### src/rtl/field_unit_cfg_ctrl_pkg.sv
// Shared definitions for the field-unit configuration path: state encoding
// and the {control, data} layout of an instruction-memory word.
package field_unit_pkg;

    localparam int CTRL_W         = 4;
    localparam int DEF_DATA_WIDTH = 32;
    localparam int WORD_W         = DEF_DATA_WIDTH + CTRL_W;

    typedef logic [0:0] state_t;
    localparam state_t ST_INIT = 1'b0;
    localparam state_t ST_RUN  = 1'b1;

    // Control nibble sits above the data field: [WORD_W-1:DATA_WIDTH].
    function automatic int ctrl_lsb(input int data_width);
        return data_width;
    endfunction

endpackage

### src/rtl/field_unit_cfg_ctrl_if.sv
// Write-request port of the configuration controller (valid/ready handshake).
// With CFG_CTRL_BCAST_EN defined the port carries a broadcast flag.
interface field_unit_cfg_ctrl_if #(
    parameter int ADDR_WIDTH = 2,
    parameter int WORD_W     = 36,
    parameter int FSW        = 2
);
    logic                  valid;
    logic                  ready;
    logic [FSW-1:0]        sel;
    logic [ADDR_WIDTH-1:0] addr;
    logic [WORD_W-1:0]     word;
`ifdef CFG_CTRL_BCAST_EN
    logic                  bcast;

    modport master (output valid, sel, addr, word, bcast, input ready);
    modport slave  (input valid, sel, addr, word, bcast, output ready);
`else
    modport master (output valid, sel, addr, word, input ready);
    modport slave  (input valid, sel, addr, word, output ready);
`endif
endinterface

### src/rtl/field_unit_cfg_ctrl_rr_arb2.sv
// Two-requester round-robin arbiter; the pointer names the port that wins
// the next conflict and flips to the other side after every grant.
module rr_arb2 (
    input  logic       clk,
    input  logic       rst,
    input  logic       en,
    input  logic [1:0] req,
    output logic [1:0] gnt
);
    logic ptr_q, ptr_d;

    always_comb begin
        gnt   = 2'b00;
        ptr_d = ptr_q;
        if (en) begin
            if (req == 2'b11) gnt = ptr_q ? 2'b10 : 2'b01;
            else              gnt = req;
        end
        if (gnt[0]) ptr_d = 1'b1;
        if (gnt[1]) ptr_d = 1'b0;
    end

    always_ff @(posedge clk) begin
        if (rst) ptr_q <= 1'b0;
        else     ptr_q <= ptr_d;
    end
endmodule

### src/rtl/field_unit_cfg_ctrl.sv
// Config controller: walks every entry with a default word after reset, then
// arbitrates host (a) and learn (b) writes. Optional: CFG_CTRL_BCAST_EN.
module field_unit_cfg_ctrl
    import field_unit_pkg::*;
#(
    parameter int                   DATA_WIDTH = 32,
    parameter int                   ADDR_WIDTH = 2,
    parameter int                   NUM_FIELDS = 4,
    parameter logic [CTRL_W-1:0]    INIT_CTRL  = 4'h0,
    parameter logic [DATA_WIDTH-1:0] INIT_DATA = '0
) (
    input  logic                       clk,
    input  logic                       rst,
    field_unit_cfg_ctrl_if.slave       a,
    field_unit_cfg_ctrl_if.slave       b,
    output logic [NUM_FIELDS-1:0]      we,
    output logic [ADDR_WIDTH-1:0]      w_addr,
    output logic [DATA_WIDTH+CTRL_W-1:0] wd,
    output logic                       init_done,
    output logic                       sel_err
);
    localparam int FSW = $clog2(NUM_FIELDS);
    localparam int WW  = DATA_WIDTH + CTRL_W;

    state_t                state_q, state_d;
    logic [ADDR_WIDTH-1:0] cnt_q, cnt_d;
    logic                  init_done_q, init_done_d;
    logic [NUM_FIELDS-1:0] we_q, we_d;
    logic [ADDR_WIDTH-1:0] w_addr_q, w_addr_d;
    logic [WW-1:0]         wd_q, wd_d;
    logic                  sel_err_q, sel_err_d;

    logic [1:0]            gnt;
    logic [FSW-1:0]        acc_sel;
    logic [ADDR_WIDTH-1:0] acc_addr;
    logic [WW-1:0]         acc_word;
    logic                  acc_bcast;

    rr_arb2 u_arb (
        .clk (clk),
        .rst (rst),
        .en  (state_q == ST_RUN),
        .req ({b.valid, a.valid}),
        .gnt (gnt)
    );

    assign a.ready = gnt[0];
    assign b.ready = gnt[1];

    assign acc_sel  = gnt[1] ? b.sel  : a.sel;
    assign acc_addr = gnt[1] ? b.addr : a.addr;
    assign acc_word = gnt[1] ? b.word : a.word;
`ifdef CFG_CTRL_BCAST_EN
    assign acc_bcast = gnt[1] ? b.bcast : a.bcast;
`else
    assign acc_bcast = 1'b0;
`endif

    always_comb begin
        state_d     = state_q;
        cnt_d       = cnt_q;
        init_done_d = init_done_q;
        we_d        = '0;
        w_addr_d    = w_addr_q;
        wd_d        = wd_q;
        sel_err_d   = 1'b0;
        if (state_q == ST_INIT) begin
            we_d     = '1;
            w_addr_d = cnt_q;
            wd_d     = {INIT_CTRL, INIT_DATA};
            cnt_d    = cnt_q + 1'b1;
            if (&cnt_q) begin
                state_d     = ST_RUN;
                init_done_d = 1'b1;
            end
        end else if (|gnt) begin
            w_addr_d = acc_addr;
            wd_d     = acc_word;
            // Out-of-range selects are still accepted; they just write nothing.
            if (acc_bcast)
                we_d = '1;
            else if (int'(acc_sel) < NUM_FIELDS)
                for (int i = 0; i < NUM_FIELDS; i++) we_d[i] = (acc_sel == FSW'(i));
            else
                sel_err_d = 1'b1;
        end
    end

    always_ff @(posedge clk) begin
        if (rst) begin
            state_q     <= ST_INIT;
            cnt_q       <= '0;
            init_done_q <= 1'b0;
            we_q        <= '0;
            w_addr_q    <= '0;
            wd_q        <= '0;
            sel_err_q   <= 1'b0;
        end else begin
            state_q     <= state_d;
            cnt_q       <= cnt_d;
            init_done_q <= init_done_d;
            we_q        <= we_d;
            w_addr_q    <= w_addr_d;
            wd_q        <= wd_d;
            sel_err_q   <= sel_err_d;
        end
    end

    assign we        = we_q;
    assign w_addr    = w_addr_q;
    assign wd        = wd_q;
    assign init_done = init_done_q;
    assign sel_err   = sel_err_q;
endmodule
### src/flat_wrapper.sv
// flat-port wrapper written by rule: the top's interface ports become plain ports
module field_unit_cfg_ctrl_flat import field_unit_pkg::*;
#(
    parameter int                   DATA_WIDTH = 32,
    parameter int                   ADDR_WIDTH = 2,
    parameter int                   NUM_FIELDS = 4,
    parameter logic [CTRL_W-1:0]    INIT_CTRL  = 4'h0,
    parameter logic [DATA_WIDTH-1:0] INIT_DATA = '0
)
  (clk, rst, we, w_addr, wd, init_done, sel_err, a_valid, a_sel, a_addr, a_word, a_ready, b_valid, b_sel, b_addr, b_word, b_ready);
  field_unit_cfg_ctrl_if #(.ADDR_WIDTH(ADDR_WIDTH)) a_i ();
  field_unit_cfg_ctrl_if #(.ADDR_WIDTH(ADDR_WIDTH)) b_i ();
  input  logic clk;
  input  logic rst;
  output logic [NUM_FIELDS-1:0] we;
  output logic [ADDR_WIDTH-1:0] w_addr;
  output logic [DATA_WIDTH+CTRL_W-1:0] wd;
  output logic init_done;
  output logic sel_err;
  input wire logic [$bits(a_i.valid)-1:0] a_valid;
  input wire logic [$bits(a_i.sel)-1:0] a_sel;
  input wire logic [$bits(a_i.addr)-1:0] a_addr;
  input wire logic [$bits(a_i.word)-1:0] a_word;
  output wire logic [$bits(a_i.ready)-1:0] a_ready;
  input wire logic [$bits(b_i.valid)-1:0] b_valid;
  input wire logic [$bits(b_i.sel)-1:0] b_sel;
  input wire logic [$bits(b_i.addr)-1:0] b_addr;
  input wire logic [$bits(b_i.word)-1:0] b_word;
  output wire logic [$bits(b_i.ready)-1:0] b_ready;
  assign a_i.valid = a_valid;
  assign a_i.sel = a_sel;
  assign a_i.addr = a_addr;
  assign a_i.word = a_word;
  assign a_ready = a_i.ready;
  assign b_i.valid = b_valid;
  assign b_i.sel = b_sel;
  assign b_i.addr = b_addr;
  assign b_i.word = b_word;
  assign b_ready = b_i.ready;
  field_unit_cfg_ctrl #(.DATA_WIDTH(DATA_WIDTH), .ADDR_WIDTH(ADDR_WIDTH), .NUM_FIELDS(NUM_FIELDS), .INIT_CTRL(INIT_CTRL), .INIT_DATA(INIT_DATA)) u_core (.clk(clk), .rst(rst), .a(a_i), .b(b_i), .we(we), .w_addr(w_addr), .wd(wd), .init_done(init_done), .sel_err(sel_err));
endmodule
### config.mk
export PLATFORM = sky130hd
export DESIGN_NAME = field_unit_cfg_ctrl_flat
export DESIGN_NICKNAME = d
export VERILOG_FILES = /design/src/rtl/field_unit_cfg_ctrl_pkg.sv /design/src/rtl/field_unit_cfg_ctrl_if.sv /design/src/rtl/field_unit_cfg_ctrl_rr_arb2.sv /design/src/rtl/field_unit_cfg_ctrl.sv /design/src/flat_wrapper.sv
export SDC_FILE = /design/constraint.sdc
export NUM_CORES = 1
export LEC_CHECK = 0
export CORE_UTILIZATION = 40
export DETAILED_ROUTE_END_ITERATION = 7
export GPL_ROUTABILITY_DRIVEN = 1
export PLACE_DENSITY = 0.93
export SLEW_MARGIN = 30
export SYNTH_ARGS = -nofsm -noshare
export SYNTH_HDL_FRONTEND = slang
export SYNTH_SLANG_ARGS = --single-unit
export TNS_END_PERCENT = 10
### constraint.sdc
create_clock -name clk -period 2.1 [get_ports clk]
set_input_delay 0.42 -clock clk [delete_from_list [all_inputs] [get_ports clk]]
set_output_delay 0.42 -clock clk [all_outputs]
set_load 0.005 [all_outputs]
; ---- Word level (Yosys, flattened, before mapping)
; Index checks and enable logic that the tools add are counted.
; Widths: inputs -> output; s select.
[word_totals]
reg_bits = 47
inputBits = 84
output_inout_bits = 46
[op_classes]
addsub = 1
n_eq_ne = 5
n_mux = 12
bitwise = 1
reduce_logical = 6
[ops]
columns = operator, n
row1 = $mux 36, 1
row2 = $mux 2, 7
row3 = $mux 4, 2
row4 = $eq 2x2->1 const B, 3
row5 = $reduce_or 2->1, 3
row6 = $reduce_and 3->1, 1
row7 = $add 2x1->2 const B, 1
row8 = $eq 2x1->1 const B, 1
row9 = $logic_not 2->1, 1
row10 = $mux 1, 2
row11 = $ne 2x2->1 const B, 1
row12 = $reduce_and 2->1, 1
row13 = $not 1->1, 1

; ---- Depth between registers and ports, before layout
[logic_depth]
word_depth = 7
mapped_depth = 6

; ---- By module
; A second synthesis with hierarchy kept.
[unflattened]
hier_cells = 213
hier_area_um2 = 2373.5
[modules_own_cells]
columns = mod, instances, cells_each, area_each_um2
row1 = field_unit_cfg_ctrl, 1, 205, 2318.5
row2 = rr_arb2, 1, 8, 55.1

; ---- Worst setup path before layout
; Ideal clock, no wire load.
[synth_path]
kind = reg-to-reg
from = register u_core.u_arb.ptr_q
to = register u_core.we_q[3], in the netlist u_core.we[3]
setup_ps = 131
t_arrival_ps = 1211
setup_slack_ps = 758
path_stages_with_launch = 7
period_less_slack_ps = 1342
cell_sequence = dfxtp_1 -> nand2b_4 -> and3_4 -> buf_12 -> buf_12 -> mux2i_1 -> o22ai_1
[synth_between]
elab_chain_len = 7
word_cells_on_any_way = 8
[synth_rtl]
columns = element, line
row1 = from (decl), field_unit_cfg_ctrl_rr_arb2.sv:10  ; logic ptr_q, ptr_d;
row2 = from (signal assigned), field_unit_cfg_ctrl_rr_arb2.sv:25  ; else ptr_q <= ptr_d;
row3 = $mux 2 (*) (2 in series), field_unit_cfg_ctrl_rr_arb2.sv:16  ; if (req == 2'b11) gnt = ptr_q ? 2'b10 : 2'b01;
row4 = $mux 2 (*), field_unit_cfg_ctrl_rr_arb2.sv:15  ; if (en) begin
row5 = $mux 2, field_unit_cfg_ctrl.sv:50  ; assign acc_sel = gnt[1] ? b.sel : a.sel;
row6 = $eq 2x2->1, field_unit_cfg_ctrl.sv:83  ; for (int i = 0; i < NUM_FIELDS; i++) we_d[i] = (acc_sel == FSW'(i));
row7 = $mux 4 (*), field_unit_cfg_ctrl.sv:76  ; end else if (|gnt) begin
row8 = $mux 4 (*), field_unit_cfg_ctrl.sv:67  ; if (state_q == ST_INIT) begin
row9 = to (signal assigned), field_unit_cfg_ctrl.sv:102  ; we_q <= we_d;
row10 = to (decl), field_unit_cfg_ctrl.sv:28  ; logic [NUM_FIELDS-1:0] we_q, we_d;
; Every way passes the cells marked *; elsewhere a longest branch is shown, timed or not.
; A chain may end at the register's enable or synchronous reset.

; ---- Final worst setup path
[layout_path]
from = input port a_valid
to = output port b_ready
[layout_between]
elab_chain_len = 3
[layout_rtl]
columns = element, line
row1 = from (decl), flat_wrapper.sv:20  ; input wire logic [$bits(a_i.valid)-1:0] a_valid;
row2 = $eq 2x2->1, field_unit_cfg_ctrl_rr_arb2.sv:16
row3 = $mux 2, field_unit_cfg_ctrl_rr_arb2.sv:16
row4 = $mux 2, field_unit_cfg_ctrl_rr_arb2.sv:15
row5 = to (decl), flat_wrapper.sv:29  ; output wire logic [$bits(b_i.ready)-1:0] b_ready;
; Every way passes these cells.

==> reports/summary.txt <==
Die W -> 74.5 µm
Worst Setup Start Kind -> input port
CP Data Arrival Time -> 1.60 ns
Slew @ Worst Pin -> 0.720 ns
Syn Inst Count -> 214
ant diodes -> 0
crit share post-route -> 96.3%
yosys warns -> 0
max cap viols -> 0
Final setup viols -> 0
Final nets -> 427
Crit Path Max Fanout -> 3
vias in the first global route -> 1935
met3 usage -> 4.47%
RSZ-0062 raised after global routing -> no
clock tree sinks -> 47
total CTS buffers -> 5
Starting Density -> 41.4%
Syn Nets -> 299
R2R setup slack -> 0.32 ns
CTS H-tree depth -> 2
reg-to-reg startpoint -> u_core.state_q
first-pass GRT wire length -> 8.27 mm
Pins Over Slew Limit -> 0
met1 Resource Use GR -> 20.8%
met2 GRT Util -> 37.1%
Clock Pin Slew Worst Setup and Hold Paths -> 0.08 ns
total die area -> 5550 µm²
synthesized flop and latch total -> 47
die height -> 74.5 µm
CP peak stage delay -> 0.50 ns
I/O Pins -> 130
WS Path Type -> input port to output port
asr flop ratio synth -> 0%
achievable frequency -> 495 MHz
post-synth top area share -> 44.7%
area grow syn2layout -> 67.5%
drt total wl -> 5.67 mm
top-count cell post-synth -> dfxtp_1
antenna violations before repair -> 0
clk_lat worst skew -> 0.28 ns
CTS Hold Buffers Added -> 0
Detail Placement HPWL -> 4.35 mm
Clock Skews -> 0.00422 ns
# fillers -> 404
largest area contributor in the netlist -> dfxtp_1
DR vias/cell -> 5.00
Detailed Route Iter0 Violations -> 65
Resize count post-CTS -> 2
status -> finished, final reports clean
drt first pass iters -> 5
synthesized cell area -> 2100 µm²
Buf/Inv on CP -> 3
GP Congestion -> 0.746
grt ovf -> 0
clk root buf -> clkbuf_8
DR WL/cell -> 13.7 µm
Worst Setup End Kind -> output port
Multi-input gate area -> 1000 µm²
Hold Path Class -> flop to flop
Tot GR Track Use -> 19.5%
placed standard-cell area -> 3440 µm²
Seq/Total Area, Yosys -> 44.7%
hold path cells -> 2
DR DRC count -> 0
Synth top cells by count -> dfxtp_1 (47), mux2i_1 (40), a21oi_1 (38)
Req. time, crit path -> 1.68 ns
post-synthesis cell type count -> 24
largest net degree at the start of global routing -> 39
crit-path leading delay family -> buffers and inverters
Rows -> 26
Final Hold Viols -> 0
Routed Antenna Nets -> 0
Slew HR -> 51.9%
most used routing layer -> met2
Leak -> 1.24 nW
average size of a mapped cell -> 9.83 µm²
Reg-to-Reg End -> u_core.wd[28]
worst-path cell chain -> dlygate4sd2_1, buf_4, nand2b_4, and3_4, clkdlybuf4s50_1
Post-synth EDFFs -> 0
core area -> 5070 µm²
design area -> 3520 µm²
PortBufs -> 128
top cells by area, synth -> dfxtp_1 (45%), mux2i_1 (19%), a21oi_1 (9.0%)
R2R depth -> 4
Max stage delay cell, worst path -> clkdlybuf4s50_1
Worst Hold End -> u_core.init_done
CTS tree -> built
Via Count -> 2064
worst hold margin -> 0.528 ns
total area of sequential cells -> 941 µm²
Worst IR Drop VDD -> 0.000294 V
main flop type after synthesis -> dfxtp_1
post-CTS setup buffers -> 0
Final min period -> 2.02 ns
Power Dens Cells -> 517 nW/µm²
min-delay src -> u_core.init_done
CTS max path bufs -> 2
share of layout cells above drive strength 1 -> 7.58%
layer usage:
layer | up-vias | wire (µm)
li1 | 1029 | -
met2 | 83 | 2950
met5 | - | 0
met3 | 8 | 445
met4 | 0 | 80
met1 | 944 | 2200
cells by family (layout without fill, tap and decap cells):
| kind of cell | count (synthesis) | in the layout | share of synthesized area (%) |
|---|---|---|---|
| buf+inv | 20 | 149 | 8.09 |
| compound gates | 86 | 86 | 21.6 |
| other cells | 1 | 1 | 0.178 |
| simple gates | 18 | 18 | 5.06 |
| fa+ha+maj | 1 | 1 | 0.595 |
| flops | 47 | 47 | 44.7 |
| mux | 41 | 41 | 19.7 |
worst reg2reg max path, stage by stage, from the launching register on:
cell     delay [ns]
dfxtp_1        0.53
nor2b_4        0.69
buf_16         0.25
o21ai_0        0.10
a21oi_1        0.14
per-stage QoR:
step	utilization, %	worst slack (ns)	total power [mW]	TNS, ns	std cells
6_report	69.4	0.0786	1.82	0	413
2_1_floorplan	-	0.758	1.10	0	214
3_5_place_dp	67.8	-0.126	1.33	-2.44	405
5_1_grt	69.4	0.0186	1.91	0	413
4_1_cts	69.4	0.0797	1.84	0	413
3_3_place_gp	67.3	-0.263	1.31	-9.52	404
cell usage in the layout (no fill, tap or decap), types with 2 or more instances in the layout:
master           Yosys  final
o21ai_0             36     36
clkbuf_8             0      5
buf_4                2     11
mux2i_1             40     40
nor2_1               7      7
a31oi_1              2      2
o22ai_1              6      6
dfxtp_1             47     47
nor2b_1              5      3
a21oi_1             38     38
clkinv_2             0      3
a32oi_1              2      2
dlygate4sd2_1        0      2
clkdlybuf4s50_1      0    126
power by group:
group / switching [mW] / internal, mW
logic: 0.129 / 0.245
clock network: 0.284 / 0.228
registers: 0.0186 / 0.917
cell type report:
type | count | share of cell area [%]
Timing Repair Buffer | 141 | 40.0
Multi-Input combinational cell | 147 | 28.4
Sequential cell | 47 | 26.7
Tap cell | 70 | 2.49
Clock buffer | 5 | 1.95
Clock inverter | 3 | 0.426
state kept, by name, indices dropped and copies added (netlist names):
| signal | count |
|---|---|
| u_core.wd | 36 |
| u_core.cnt_q | 2 |
| u_core.we | 4 |
| u_core.u_arb.ptr_q | 1 |
| u_core.init_done | 1 |
| u_core.w_addr | 2 |
| u_core.state_q | 1 |
worst max-delay path by stage:
| stage | from | to | slack [ns] | cells past startpoint |
|---|---|---|---|---|
| floorplan | u_core.u_arb.ptr_q | u_core.we[3] | 0.76 | 6 |
| global placement | b_valid | u_core.wd[10] | -0.26 | 5 |
| detailed placement | b_valid | u_core.wd[29] | -0.13 | 6 |
| CTS | a_valid | b_ready | 0.08 | 5 |
| global route | u_core.state_q | b_ready | 0.02 | 2 |
| finish | a_valid | b_ready | 0.08 | 5 |
(Power assumes the default switching activity.)
